**config.mk**
```make
export PLATFORM = sky130hd
export DESIGN_NAME = serv_csr_mi
export DESIGN_NICKNAME = d
export VERILOG_FILES = /design/src/rtl/serv_csr_mi.sv
export SDC_FILE = /design/constraint.sdc
export NUM_CORES = 1
export LEC_CHECK = 0
export CORE_MARGIN = 1
export CORE_UTILIZATION = 40
export CTS_CLUSTER_DIAMETER = 30
export DETAILED_ROUTE_END_ITERATION = 8
export PLACE_DENSITY_LB_ADDON = 0.12
export SLEW_MARGIN = 20
export SYNTH_ARGS = -nofsm -noshare
export SYNTH_HDL_FRONTEND = slang
export SYNTH_SLANG_ARGS = --single-unit
```
**constraint.sdc**
```tcl
create_clock -name i_clk -period 2.4 [get_ports i_clk]
set_clock_uncertainty 0.1 [all_clocks]
set_input_delay 0.24 -clock i_clk [delete_from_list [all_inputs] [get_ports i_clk]]
set_output_delay 0.24 -clock i_clk [all_outputs]
set_load 0.01 [all_outputs]
```
**src/rtl/serv_csr_mi.sv**
```systemverilog
// Digit-serial machine-mode CSR unit: mstatus, mie, mip and mcause with three
// prioritised interrupt sources; register-file CSRs pass through i_rf_csr_out.
module serv_csr_mi #(
    parameter     RESET_STRATEGY = "MINI",
    parameter int W = 1,
    parameter int B = W - 1
) (
    input  logic       i_clk,
    input  logic       i_rst,
    input  logic       i_en,
    input  logic [4:0] i_cnt,
    input  logic       i_cnt_done,
    input  logic       i_trig_irq,
    input  logic       i_msip,
    input  logic       i_mtip,
    input  logic       i_meip,
    input  logic       i_trap,
    input  logic       i_mret,
    input  logic       i_e_op,
    input  logic       i_ebreak,
    input  logic       i_mem_op,
    input  logic       i_mem_cmd,
    input  logic       i_mstatus_en,
    input  logic       i_mie_en,
    input  logic       i_mip_en,
    input  logic       i_mcause_en,
    input  logic [1:0] i_csr_source,
    input  logic       i_csr_d_sel,
    input  logic [B:0] i_rf_csr_out,
    input  logic [B:0] i_csr_imm,
    input  logic [B:0] i_rs1,
    output logic [B:0] o_csr_in,
    output logic [B:0] o_q,
    output logic       o_new_irq,
    output logic [3:0] o_irq_cause
);

    localparam bit RST_EN = (RESET_STRATEGY != "NONE");
    localparam logic [4:0] AM = ~5'(B);

    localparam logic [1:0] SRC_EXT = 2'b01;
    localparam logic [1:0] SRC_SET = 2'b10;
    localparam logic [1:0] SRC_CLR = 2'b11;

    localparam int L3  = 3 % W;
    localparam int L7  = 7 % W;
    localparam int L11 = 11 % W;
    localparam int L31 = 31 % W;

    logic       st_mie;
    logic       st_mpie;
    logic       ie_msie;
    logic       ie_mtie;
    logic       ie_meie;
    logic       mcause31;
    logic [3:0] mcause_lo;
    logic [2:0] pend_r;

    logic [2:0] pend;
    logic [2:0] rise;
    logic [3:0] cause;
    logic [3:0] exc;

    logic [B:0] d;
    logic [B:0] q_sel;
    logic [B:0] ms_b;
    logic [B:0] ie_b;
    logic [B:0] ip_b;
    logic [B:0] mc_b;

    logic       h3;
    logic       h7;
    logic       h11;
    logic       h31;
    logic [3:0] h_lo;
    logic [3:0] wd_lo;

    // Absolute bit index carried by each lane in the current beat
    for (genvar l = 0; l < W; l++) begin : g_lane
        logic [4:0] b;
        assign b = i_cnt + 5'(l);
        assign ms_b[l] = (b == 5'd3 && st_mie) || (b == 5'd7 && st_mpie)
                      || b == 5'd11 || b == 5'd12;
        assign ie_b[l] = (b == 5'd3 && ie_msie) || (b == 5'd7 && ie_mtie)
                      || (b == 5'd11 && ie_meie);
        assign ip_b[l] = (b == 5'd3 && pend_r[0]) || (b == 5'd7 && pend_r[1])
                      || (b == 5'd11 && pend_r[2]);
        assign mc_b[l] = (b == 5'd31 && mcause31)
                      || (b < 5'd4 && mcause_lo[b[1:0]]);
    end

    assign q_sel = ({W{i_mstatus_en}} & ms_b) | ({W{i_mie_en}} & ie_b)
                 | ({W{i_mip_en}} & ip_b) | ({W{i_mcause_en}} & mc_b);
    assign o_q = i_rf_csr_out | ({W{i_en}} & q_sel);
    assign d = i_csr_d_sel ? i_csr_imm : i_rs1;

    always_comb begin
        o_csr_in = o_q;
        unique case (i_csr_source)
            SRC_EXT: o_csr_in = d;
            SRC_SET: o_csr_in = o_q | d;
            SRC_CLR: o_csr_in = o_q & ~d;
            default: o_csr_in = o_q;
        endcase
    end

    // A bit is written in the beat whose aligned count covers it
    assign h3  = i_en && i_cnt == (5'd3 & AM);
    assign h7  = i_en && i_cnt == (5'd7 & AM);
    assign h11 = i_en && i_cnt == (5'd11 & AM);
    assign h31 = i_en && i_cnt == (5'd31 & AM);

    for (genvar k = 0; k < 4; k++) begin : g_lo
        assign h_lo[k]  = i_en && i_cnt == (5'(k) & AM);
        assign wd_lo[k] = o_csr_in[k % W];
    end

    assign pend = {i_meip & ie_meie, i_mtip & ie_mtie, i_msip & ie_msie}
                & {3{st_mie}};
    assign rise = pend & ~pend_r;

    always_comb begin
        cause = 4'd0;
        if (rise[2])      cause = 4'd11;
        else if (rise[0]) cause = 4'd3;
        else if (rise[1]) cause = 4'd7;
    end

    always_comb begin
        exc = 4'd0;
        if (i_e_op)        exc = i_ebreak ? 4'd3 : 4'd11;
        else if (i_mem_op) exc = i_mem_cmd ? 4'd6 : 4'd4;
    end

    always_ff @(posedge i_clk) begin
        if (i_trig_irq) begin
            pend_r      <= pend;
            o_new_irq   <= |rise;
            o_irq_cause <= cause;
        end
        if (i_trap && i_cnt_done) begin
            st_mpie   <= st_mie;
            st_mie    <= 1'b0;
            mcause31  <= o_new_irq;
            mcause_lo <= o_new_irq ? o_irq_cause : exc;
        end else if (i_mret && i_cnt_done) begin
            st_mie  <= st_mpie;
            st_mpie <= 1'b1;
        end else begin
            if (i_mstatus_en && h3) st_mie   <= o_csr_in[L3];
            if (i_mstatus_en && h7) st_mpie  <= o_csr_in[L7];
            if (i_mcause_en && h31) mcause31 <= o_csr_in[L31];
            for (int k = 0; k < 4; k++)
                if (i_mcause_en && h_lo[k]) mcause_lo[k] <= wd_lo[k];
        end
        if (i_mie_en && h3)  ie_msie <= o_csr_in[L3];
        if (i_mie_en && h7)  ie_mtie <= o_csr_in[L7];
        if (i_mie_en && h11) ie_meie <= o_csr_in[L11];
        // Reset overrides everything above; mcause deliberately keeps its value
        if (RST_EN && i_rst) begin
            o_new_irq   <= 1'b0;
            o_irq_cause <= 4'd0;
            pend_r      <= 3'd0;
            st_mie      <= 1'b0;
            st_mpie     <= 1'b0;
            ie_msie     <= 1'b0;
            ie_mtie     <= 1'b0;
            ie_meie     <= 1'b0;
        end
    end

endmodule

```
Word level (Yosys, flattened, before mapping)
Index checks and enable logic that the tools add are counted.
{"block": "op_classes", "mul": 0, "n_shift": 0, "addsub": 0, "muxes": 26, "div_mod_pow": 0, "magnitude_cmp": 2, "eq_ne": 11, "reduce_logical": 52, "bitwise": 18}
{"cell": "logical AND 1 bit", "n": 29}
{"cell": "2-to-1 mux 4 bit", "n": 6}
{"cell": "2-to-1 mux 1 bit", "n": 14}
{"cell": "nonzero test 2 bit", "n": 6}
{"cell": "equality test 5 x 2 -> 1 bit, second input constant", "n": 2}
{"cell": "equality test 5 x 4 -> 1 bit, second input constant", "n": 2}
{"cell": "AND reduction 2 bit", "n": 5}
{"cell": "bitwise AND 1 bit", "n": 9}
{"cell": "2-to-1 mux 3 bit", "n": 3}
{"cell": "logical OR 1 bit", "n": 8}
{"cell": "bitwise AND 3 bit", "n": 2}
{"cell": "equality test 5 x 1 -> 1 bit, second input constant", "n": 1}
{"cell": "equality test 5 x 3 -> 1 bit, second input constant", "n": 1}
{"cell": "equality test 5 bit, second input constant", "n": 1}
{"cell": "zero test 5 bit", "n": 1}
{"cell": "< comparator 5 x 3 -> 1 bit, second input constant", "n": 1}
{"cell": "bitwise OR 1 bit", "n": 5}
{"cell": "equality test 2 bit, second input constant", "n": 2}
{"cell": "< comparator 2 x 3 -> 1 bit, second input constant", "n": 1}
{"cell": "inverter 3 bit", "n": 1}
{"cell": "one-hot mux 1 bit (3 select lines)", "n": 1}
{"cell": "nonzero test 3 bit", "n": 1}
{"cell": "OR reduction 3 bit", "n": 1}
{"cell": "binary-select mux 1 bit (select 2 bit)", "n": 1}
{"cell": "5 further kinds", "n": 5}
{"block": "totals", "out_inout_bits": 7, "mem_bits_ro": 0, "ram_bits": 0, "n_memories": 0, "reg_bits": 18, "elab_cells": 122, "latchBits": 0}

Depth between registers and ports, before layout
Gate-level depths: netlist (run 1).
{"block": "depth", "ltp_word": 16, "mapped_depth": 7, "mapped_depth_nobuf": 5}

Worst setup path after synthesis (run 1)
Ideal clock, no wire load.
{"block": "synth_path", "path_kind": "input to register", "start": "input port i_cnt[0]", "end": "register mcause_lo[1], data pin", "cell_stages": 7, "path_slack_ps": 383, "path_buffers": 2, "required_ps": 2028, "arrival_ps": 1646, "path_cell_list": "buf_6 > mux4_2 > and3_1 > a311oi_2 > a31o_2 > buf_6 > a22oi_1"}
{"block": "synth_via", "elab_chain_len": 16}
{"element": "start, declared", "line_no": "11", "rtl": "input logic [4:0] i_cnt,"}
{"element": "equality test 5 x 2 -> 1 bit / equality test 5 x 3 -> 1 bit (equally long branches)", "line_no": "82, 84, 86"}
{"element": "logical AND 1 bit", "line_no": "82", "rtl": "assign ms_b[l] = (b == 5'd3 && st_mie) || (b == 5'd7 && st_mpie)"}
{"element": "logical OR 1 bit", "line_no": "82"}
{"element": "logical OR 1 bit (2 in a row)", "line_no": "83", "rtl": "|| b == 5'd11 || b == 5'd12;"}
{"element": "bitwise AND 1 bit", "line_no": "92", "rtl": "assign q_sel = ({W{i_mstatus_en}} & ms_b) | ({W{i_mie_en}} & ie_b)"}
{"element": "bitwise OR 1 bit", "line_no": "92"}
{"element": "bitwise OR 1 bit", "line_no": "93", "rtl": "| ({W{i_mip_en}} & ip_b) | ({W{i_mcause_en}} & mc_b);"}
{"element": "bitwise OR 1 bit *", "line_no": "93"}
{"element": "bitwise AND 1 bit *", "line_no": "94", "rtl": "assign o_q = i_rf_csr_out | ({W{i_en}} & q_sel);"}
{"element": "bitwise OR 1 bit *", "line_no": "94"}
{"element": "bitwise AND 1 bit / bitwise OR 1 bit (equally long branches)", "line_no": "102, 101"}
{"element": "one-hot mux 1 bit (3 select lines) *", "line_no": "99", "rtl": "unique case (i_csr_source)"}
{"element": "2-to-1 mux 1 bit *", "line_no": "154", "rtl": "if (i_mcause_en && h_lo[k]) mcause_lo[k] <= wd_lo[k];"}
{"element": "2-to-1 mux 4 bit *", "line_no": "146", "rtl": "end else if (i_mret && i_cnt_done) begin"}
{"element": "2-to-1 mux 4 bit *", "line_no": "141", "rtl": "if (i_trap && i_cnt_done) begin"}
{"element": "end signal, assigned", "line_no": "145", "rtl": "mcause_lo <= o_new_irq ? o_irq_cause : exc;"}
{"element": "end signal, assigned by index", "line_no": "154"}
{"element": "end, declared", "line_no": "56", "rtl": "logic [3:0] mcause_lo;"}
Mark *: on every way between the ends. The rest lies on a longest branch, timed or not. The select of a mux whose other input is x is not followed.
A chain may end at the register's enable or synchronous reset.

Final worst setup path (run 1)
{"block": "layout_path", "start": "register mcause_lo[3]", "end": "output port o_q"}
{"block": "layout_via", "elab_chain_len": 8}
{"element": "binary-select mux 1 bit (select 2 bit)", "line_no": "89", "rtl": "|| (b < 5'd4 && mcause_lo[b[1:0]]);"}
{"element": "2-to-1 mux 1 bit (not written as such)", "line_no": "89"}
{"element": "logical AND 1 bit", "line_no": "89"}
{"element": "logical OR 1 bit", "line_no": "89"}
{"element": "bitwise AND 1 bit", "line_no": "93"}
{"element": "bitwise OR 1 bit", "line_no": "93"}
{"element": "bitwise AND 1 bit", "line_no": "94"}
{"element": "bitwise OR 1 bit", "line_no": "94"}
{"element": "end, declared", "line_no": "33", "rtl": "output logic [B:0] o_q,"}
No other way between the ends. The select of a mux whose other input is x is not followed.

==> flow_summary_export.csv, run 1 <==
group,metric,value,unit
run_status,status,"complete, no violations",
worst_setup_path,cp_max_fo,2,
logic_synthesis,ys_seq_area_share,33.2,%
sta,hold_ws,0.406,ns
sta,max_freq,0.428,GHz
logic_synthesis,synth-seq-cells,16,
place,pre_cts_ws,-0.433,ns
logic_synthesis,ys_async_sr_fraction,0,%
logic_synthesis,synth_top_cell_area_share,19.8,%
sta,fin_crit_sh,97.3,%
finish,final_cell_mix,"clkdlybuf4s50_1 (28), buf_4 (16), nand2_1 (11), dfxtp_1 (11), nor2_1 (10)",
clocking,clk_latency,0.30,ns
place,port_buffers,35,
logic_synthesis,synthTopCellsByArea,"dfxtp_1 (20%), edfxtp_1 (13%), nand2_1 (4.0%)",
clocking,clkTransAtPathRegs,0.10,ns
worst_setup_path,critical_path_class,"reg2out",
worst_setup_path,cp.arrival,1.99,ns
hold_path,holdCritPathClass,"reg2reg",
power_and_ir_drop,p_leak,0.585,nW
sta,tns,0,ns
routing,viasPerCell,5.68,
floorplan,chipWidth,54.8,um
logic_synthesis,netlist_instances,135,
logic_synthesis,syn-mean-instance-area,8.26,sq um
floorplan,start_util,43.8,%
clocking,cts_root_buffer,"clkbuf_4",
global_route,track_usage,22.6,%
finish,final_common_cell,"clkdlybuf4s50_1",
finish,syn2layout_area_growth,43.1,%
run,maxCapViolations,0,
sta,slew_headroom,66.9,%
clocking,clockBufferDepth,2,
routing,drc,0,
logic_synthesis,syn_area,0.00111,sq mm
routing,drtIter0Drc,30,
logic_synthesis,synth_flop_cell,"dfxtp_1",
logic_synthesis,syn-num-nets,164,
logic_synthesis,synth_top_area_cell,"dfxtp_1",
place,gp_congestion,0.780,
routing,first_pass_iters,4,
logic_synthesis,synth_mux_area_share,4.71,%
sta,min_period,2.33,ns
logic_synthesis,yosysUniqueCellTypes,45,
sta,finalSetupViolations,0,
finish,drive_gt1_share,17.1,%
logic_synthesis,synth_edf_count,5,
floorplan,die_y,54.8,um
sta,hold_violations,0,
finish,nets,211,
power_and_ir_drop,irDropWorstVdd,319,uV
place,hpwl,2400,um
clocking,cts_buffers,3,
sta,tightest_slew,0.496,ns
logic_synthesis,synth-compound-area-share,22.6,%
global_route,grt_overflow_total,0,
floorplan,die-area,0.00300,sq mm
clocking,cts_sinks,16,
floorplan,fp-row-count,18,
global_route,grt_max_degree,16,
sta,rsz0062_at_grt,"yes",
clocking,htreeDepth,1,
logic_synthesis,synth_xor_area_share,0.786,%
logic_synthesis,yosys_warnings,0,
floorplan,core_region_area,0.00254,sq mm
global_route,grt_pass1_wl,4630,um
routing,finalWirelength,3100,um
sta,final_max_slew_viol_count,0,
global_route,antenna_found_initial,0,
logic_synthesis,synth_top_family_by_area,"simple AND/OR/NAND/NOR gates",
finish,final_util,62.7,%
worst_setup_path,critPathCaptureType,"primary output",
power_and_ir_drop,powerDensity,395,mW/mm^2
worst_setup_path,worstPathRequired,2.06,ns
clocking,cts_tree,"yes",
logic_synthesis,synthAdderAreaFrac,0,%
floorplan,boundaryPins,36,
global_route,grt_pass1_vias,1042,
power_and_ir_drop,total_power,0.630,mW
sta,setup_ws,0.0660,ns
routing,wl_per_cell,14.7,um
routing,ant_nets,0,
logic_synthesis,yosys.area_share.simple,31.4,%
finish,n_antenna_cell,0,
routing,vias,1198,
worst_setup_path,start_kind,"flop",
clocking,ctsHoldBuffers,0,
==> where the power goes <==
group | internal (mW) | switching [mW] | leakage, nW
clock network | 0.0607 | 0.0923 | 0.0154
registers | 0.292 | 0.00725 | 0.136
logic | 0.0967 | 0.0812 | 0.433
total | 0.449 | 0.181 | 0.585
==> worst paths after layout <==
| kind | from | to | slack (ns) | depth (start not counted) |
|---|---|---|---|---|
| worst max-delay path | mcause_lo[3] | o_q | 0.07 | 6 |
| worst min-delay path | o_irq_cause[3] | o_irq_cause[3] | 0.41 | 2 |
| worst max register to register | mcause_lo[3] | mcause_lo[1] | 0.25 | 6 |
| worst min register to register | o_irq_cause[3] | o_irq_cause[3] | 0.41 | 2 |
==> critical path: stages, from the launching register on <==
cell      delay (ns)
edfxtp_1        0.38
mux4_2          0.48
and3_4          0.19
a311oi_2        0.23
nand2_1         0.10
a21o_1          0.18
buf_2           0.13
==> cell families after synthesis <==
group | Yosys count
simple gates | 65
flops | 16
xor+xnor | 1
mux | 4
compound gates | 34
buf+inv | 15
==> sequential cells by signal, indices dropped and copies added, names as in the netlist <==
name         count
ie_meie          1
ie_msie          1
ie_mtie          1
mcause31         1
mcause_lo        4
o_irq_cause      3
pend_r           3
st_mie           1
st_mpie          1
==> synth_stat cells (4+ instances only) <==
library cell and n:
inv_1 5, nand2_1 12, a21oi_1 8, nor2_1 10, dfxtp_1 11, nand3b_1 4, nor3_1 8, nand2b_1 4
edfxtp_1 5, o31ai_1 6, nand4_1 4, nand3_1 8
==> metal layers <==
layer  wire, um  GRT usage, %
met1       1330          26.5
met2       1560          40.6
met3        165          3.89
met4         47          7.69
met5          0             0
==> area by class of cell <==
| class | count | area [sq um] |
|---|---|---|
| fillers | 238 | 950 |
| repair buffers | 52 | 467 |
| well taps | 30 | 37.5 |
| flip-flops and latches | 16 | 370 |
| clock inverters | 1 | 3.75 |
| multi-input cells | 104 | 676 |
| inverters | 5 | 18.8 |
| clock buffers | 3 | 22.5 |
==> through the flow <==
stage | instance area (sq um) | instances
after global routing | 1600 | 211
after CTS | 1590 | 210
after global placement | 1550 | 205
after floorplan | 1110 | 135
after detailed placement | 1550 | 205
final | 1600 | 211
==> repair_timing <==
action | CTS | global route
gates resized for setup | 17 | 1
endpoints found under the setup margin | 2 | 1
setup buffers | 1 | 1
pin swaps | 4 | 1
Note: power is estimated with default switching activity, not from simulation.
==> run 2: changes to the inputs <==
CORE_MARGIN = unset   (was 1)
clock period = 3 ns   (was 2.4 ns; I/O delays follow)
==> flow_summary_export.csv, run 2 (synthesis gave the netlist of run 1 again) <==
group,metric,value,unit
run_status,status,"complete, no violations",
worst_setup_path,reg2reg_to,"mcause_lo[1]",
sta,tightest_slew,0.472,ns
sta,rsz0062_at_grt,"no",
sta,fin_crit_sh,95.8,%
place,place_area,0.00146,sq mm
clocking,ctsHoldBuffers,0,
run,maxCapViolations,0,
finish,largest_registers,"mcause_lo: 4 flops, o_irq_cause: 3 flops, pend_r: 3 flops",
floorplan,boundaryPins,36,
global_route,antenna_found_initial,0,
global_route,grt_max_degree,16,
routing,ant_nets,0,
sta,tns,0,ns
power_and_ir_drop,power.share.switching,27.3,%
clocking,clkTransAtPathRegs,0.08,ns
worst_setup_path,crit_top_cell,"clkdlybuf4s50_1",
place,port_buffers,35,
finish,finalNonFillerCells,197,
worst_setup_path,start_kind,"input pin",
power_and_ir_drop,p_clk_share,24.7,%
finish,final_common_cell,"clkdlybuf4s50_1",
sta,hold_violations,0,
place,pre_cts_ws,0.0586,ns
worst_setup_path,critPathCaptureType,"primary output",
floorplan,start_util,43.8,%
finish,final_cell_mix,"clkdlybuf4s50_1 (35), nand2_1 (12), dfxtp_1 (11)",
routing,wl_per_cell,14.1,um
finish,nets,197,
routing,vias,1155,
routing,drc,0,
worst_setup_path,slowest_delay,0.68,ns
place,dp.cells,193,
clocking,clk_latency,0.30,ns
finish,n_antenna_cell,0,
clocking,cts_root_buffer,"clkbuf_4",
routing,first_pass_iters,4,
sta,finalSetupViolations,0,
global_route,track_usage,20.7,%
worst_setup_path,cp_cell_sequence,"clkdlybuf4s50_1 > nand4b_1 > o221ai_1 > a222oi_1 > a31o_2 > inv_1 > clkdlybuf4s50_1",
worst_setup_path,reg2reg_slack,0.88,ns
floorplan,core_region_area,0.00254,sq mm
place,hpwl,2200,um
worst_setup_path,critical_path_class,"in2out",
worst_setup_path,cp_max_fo,10,
global_route,grt_pass1_vias,1035,
finish,final.fill_count,239,
floorplan,chipWidth,54.8,um
clocking,post_cts_buffers,0,
worst_setup_path,worstSetupStartpoint,"i_cnt[3]",
sta,final_max_slew_viol_count,0,
power_and_ir_drop,p_int,0.358,mW
sta,min_period,2.87,ns
global_route,grt_pass1_wl,4360,um
finish,syn2layout_area_growth,33.6,%
sta,slew_headroom,68.4,%
power_and_ir_drop,power_switching,0.135,mW
floorplan,fp-row-count,18,
power_and_ir_drop,total_power,0.492,mW
power_and_ir_drop,irDropWorstVdd,222,uV
worst_setup_path,worstPathRequired,2.60,ns
routing,drtIter0Drc,27,
worst_setup_path,cp_slowest_cell,"clkdlybuf4s50_1",
power_and_ir_drop,p_leak,0.512,nW
routing,finalWirelength,2780,um
finish,stdcell_area,0.00149,sq mm
sta,setup_ws,0.126,ns
sta,max_freq,0.348,GHz
clocking,cts_tree,"yes",
power_and_ir_drop,powerDensity,331,mW/mm^2
finish,drive_gt1_share,7.19,%
worst_setup_path,timing.critical_path.to,"o_csr_in",
finish,largest-register,"mcause_lo",
worst_setup_path,cp.arrival,2.47,ns
global_route,grt_overflow_total,0,
place,gp_congestion,0.804,
worst_setup_path,reg2regPathDepth,6,
power_and_ir_drop,sequentialPowerShare,48.5,%
floorplan,die_y,54.8,um
floorplan,die-area,0.00300,sq mm
hold_path,holdCritPathClass,"reg2reg",
worst_setup_path,r2r-start,"mcause_lo[3]",
power_and_ir_drop,comb_power_share,26.7,%
finish,largest_reg_flops,4,
clocking,cts_buffers,3,
clocking,clockBufferDepth,2,
clocking,cts_sinks,16,
finish,final_util,58.5,%
clocking,htreeDepth,1,
routing,viasPerCell,5.86,
sta,hold_ws,0.409,ns
clocking,post_cts_resized,0,
[run 2: cell types whose count changed in the layout (fill, tap and decap cells not counted)]
cell and change:
nand2_1 +1, clkbuf_1 +1, buf_2 -2, clkinv_1 -1
clkdlybuf4s15_1 -1, nor3_2 -1, and3_1 +1, buf_6 -1
clkdlybuf4s50_1 +7, dlygate4sd2_1 -4, buf_4 -13, nor3_1 +1
and3_4 -1, nand2_2 -1
[run 2: power groups by stage]
| stage | registers, mW | clock network, mW | logic (mW) |
|---|---|---|---|
| 2_1_floorplan | 0.242 | 0 | 0.0702 |
| 3_3_place_gp | 0.244 | 0 | 0.130 |
| 3_5_place_dp | 0.244 | 0 | 0.131 |
| 4_1_cts | 0.239 | 0.126 | 0.132 |
| 5_1_grt | 0.240 | 0.134 | 0.144 |
| 6_report | 0.239 | 0.122 | 0.132 |
[run 2: metal layers]
metal / routed length [um] / GRT usage (%) / share of wire (%) / vias to the layer above
met5: 0 / 0 / 0 / -
met4: 38 / 8.97 / 1.4 / 0
met3: 212 / 3.89 / 7.6 / 4
met2: 1280 / 36.1 / 46 / 40
met1: 1250 / 24.3 / 45 / 535
li1: - / - / - / 576
[run 2: area by class of cell]
class / count / area (sq um) / share of cell area [%]
multi-input cells: 104 / 663 / 44.5
repair buffers: 38 / 373 / 25.0
flip-flops and latches: 16 / 370 / 24.9
well taps: 30 / 37.5 / 2.52
clock buffers: 4 / 26.3 / 1.76
inverters: 5 / 18.8 / 1.26
[run 2: worst min path at each step]
stage,startpoint,endpoint,slack (ns),depth (start not counted)
CTS,pend_r[1],pend_r[1],0.41,2
floorplan,i_trig_irq,pend_r[0],0.35,2
finish,pend_r[1],pend_r[1],0.41,2
global route,pend_r[1],pend_r[1],0.45,2
detailed placement,pend_r[1],pend_r[1],0.40,2
global placement,pend_r[0],pend_r[0],0.37,2
[run 2: worst max-delay path: cells and delay by family]
family,cells,cell delay [ns]
AND/OR/NAND/NOR,1,0.19
buffers and inverters,3,1.19
AO/OA/AOI/OAI,3,0.79
==> run 3: changes to the inputs <==
RECOVER_POWER = 25   (was unset)
SLEW_MARGIN = unset   (was 20)
==> flow_summary_export.csv, run 3 (synthesis gave the netlist of run 1 again) <==
group,metric,value,unit
run_status,status,"complete, no violations",
routing,drtIter0Drc,27,
routing,ant_nets,0,
clocking,clkTransAtPathRegs,0.08,ns
power_and_ir_drop,p_leak,0.513,nW
sta,finalSetupViolations,0,
finish,largest_reg_flops,4,
worst_setup_path,critPathCaptureType,"primary output",
routing,vias,1155,
floorplan,die-area,0.00300,sq mm
place,gp_congestion,0.804,
floorplan,core_region_area,0.00254,sq mm
finish,final_util,58.5,%
place,hpwl,2200,um
clocking,cts_root_buffer,"clkbuf_4",
routing,drc,0,
clocking,clk_latency,0.30,ns
finish,final_common_cell,"clkdlybuf4s50_1",
finish,largest-register,"mcause_lo",
worst_setup_path,critical_path_class,"in2out",
floorplan,chipWidth,54.8,um
run,maxCapViolations,0,
worst_setup_path,cp_max_fo,10,
finish,syn2layout_area_growth,33.6,%
worst_setup_path,reg2regPathDepth,6,
clocking,clockBufferDepth,2,
sta,rsz0062_at_grt,"no",
power_and_ir_drop,total_power,0.492,mW
routing,finalWirelength,2780,um
sta,fin_crit_sh,95.8,%
worst_setup_path,r2r-start,"mcause_lo[3]",
sta,hold_ws,0.409,ns
floorplan,die_y,54.8,um
sta,final_max_slew_viol_count,0,
clocking,cts_buffers,3,
floorplan,start_util,43.8,%
sta,slew_headroom,68.4,%
floorplan,fp-row-count,18,
global_route,track_usage,20.7,%
global_route,grt_overflow_total,0,
clocking,post_cts_resized,0,
worst_setup_path,start_kind,"input pin",
power_and_ir_drop,powerDensity,331,mW/mm^2
clocking,htreeDepth,1,
hold_path,hold_depth,2,
power_and_ir_drop,irDropWorstVdd,222,uV
hold_path,holdPathEnd,"pend_r[1]",
finish,nets,197,
floorplan,boundaryPins,36,
global_route,grt_max_degree,16,
sta,max_freq,0.348,GHz
worst_setup_path,worstPathRequired,2.60,ns
sta,hold_violations,0,
hold_path,min_from,"pend_r[1]",
global_route,grt_pass1_wl,4360,um
finish,drive_gt1_share,7.19,%
finish,n_antenna_cell,0,
routing,wl_per_cell,14.1,um
finish,largest_registers,"mcause_lo: 4 flops, o_irq_cause: 3 flops, pend_r: 3 flops",
global_route,grt_pass1_vias,1035,
routing,viasPerCell,5.86,
routing,first_pass_iters,4,
worst_setup_path,reg2reg_slack,0.88,ns
place,port_buffers,35,
clocking,post_cts_buffers,0,
sta,tns,0,ns
global_route,antenna_found_initial,0,
hold_path,holdCritPathClass,"reg2reg",
finish,final_cell_mix,"clkdlybuf4s50_1 (34), nand2_1 (12), dfxtp_1 (11)",
clocking,cts_tree,"yes",
worst_setup_path,reg2reg_to,"mcause_lo[1]",
worst_setup_path,cp.arrival,2.47,ns
clocking,cts_sinks,16,
sta,min_period,2.87,ns
sta,tightest_slew,0.472,ns
[run 3: worst max path at each step]
| stage | cells past startpoint | slack, ns | end | startpoint |
|---|---|---|---|---|
| final | 7 | 0.13 | o_csr_in | i_cnt[3] |
| after global routing | 7 | 0.02 | o_csr_in | i_cnt[2] |
| after CTS | 7 | 0.05 | o_csr_in | i_cnt[0] |
| after detailed placement | 7 | 0.06 | o_csr_in | i_cnt[0] |
| after global placement | 7 | 0.1 | o_q | i_cnt[0] |
| after floorplan | 7 | 0.90 | o_csr_in | i_cnt[0] |
[run 3: through the flow]
stage | cells | setup WS, ns | instance area (sq um)
detailed placement | 193 | 0.0586 | 1460
finish | 197 | 0.126 | 1490
global route | 197 | 0.0206 | 1490
global placement | 193 | 0.0980 | 1460
floorplan | 135 | 0.898 | 1110
CTS | 197 | 0.0488 | 1490
[run 3: where the power goes]
part / internal (mW) / total (mW) / leakage [nW] / switching [mW]
Sequential: 0.233 / 0.239 / 0.136 / 0.00552
Combinational: 0.0724 / 0.131 / 0.361 / 0.0591
Clock: 0.0517 / 0.122 / 0.0150 / 0.0700
[run 3: final cells by class]
type | count | area, sq um
flip-flops and latches | 16 | 370
repair buffers | 38 | 373
inverters | 5 | 18.8
clock buffers | 4 | 26.3
multi-input cells | 104 | 663
fillers | 239 | 1060
well taps | 30 | 37.5
[run 3: per-layer routing]
| layer | GRT usage [%] | vias to the layer above | wire, um |
|---|---|---|---|
| met5 | 0 | - | 0 |
| met4 | 8.97 | 0 | 38 |
| met1 | 24.3 | 535 | 1250 |
| met3 | 3.89 | 4 | 212 |
| met2 | 36.1 | 40 | 1280 |
| li1 | - | 576 | - |
[run 3: worst max-delay path, cell delays in order]
cell and delay, ns:
clkdlybuf4s50_1 0.68, nand4b_1 0.19, o221ai_1 0.13, a222oi_1 0.41
a31o_2 0.25, inv_1 0.04, clkdlybuf4s50_1 0.47
[run 3: repair_timing]
| item | 4_1_cts | 5_1_grt |
|---|---|---|
| hold endpoints to repair | 0 | 0 |
| hold buffers | 0 | 0 |
| setup endpoints to repair | 0 | 2 |
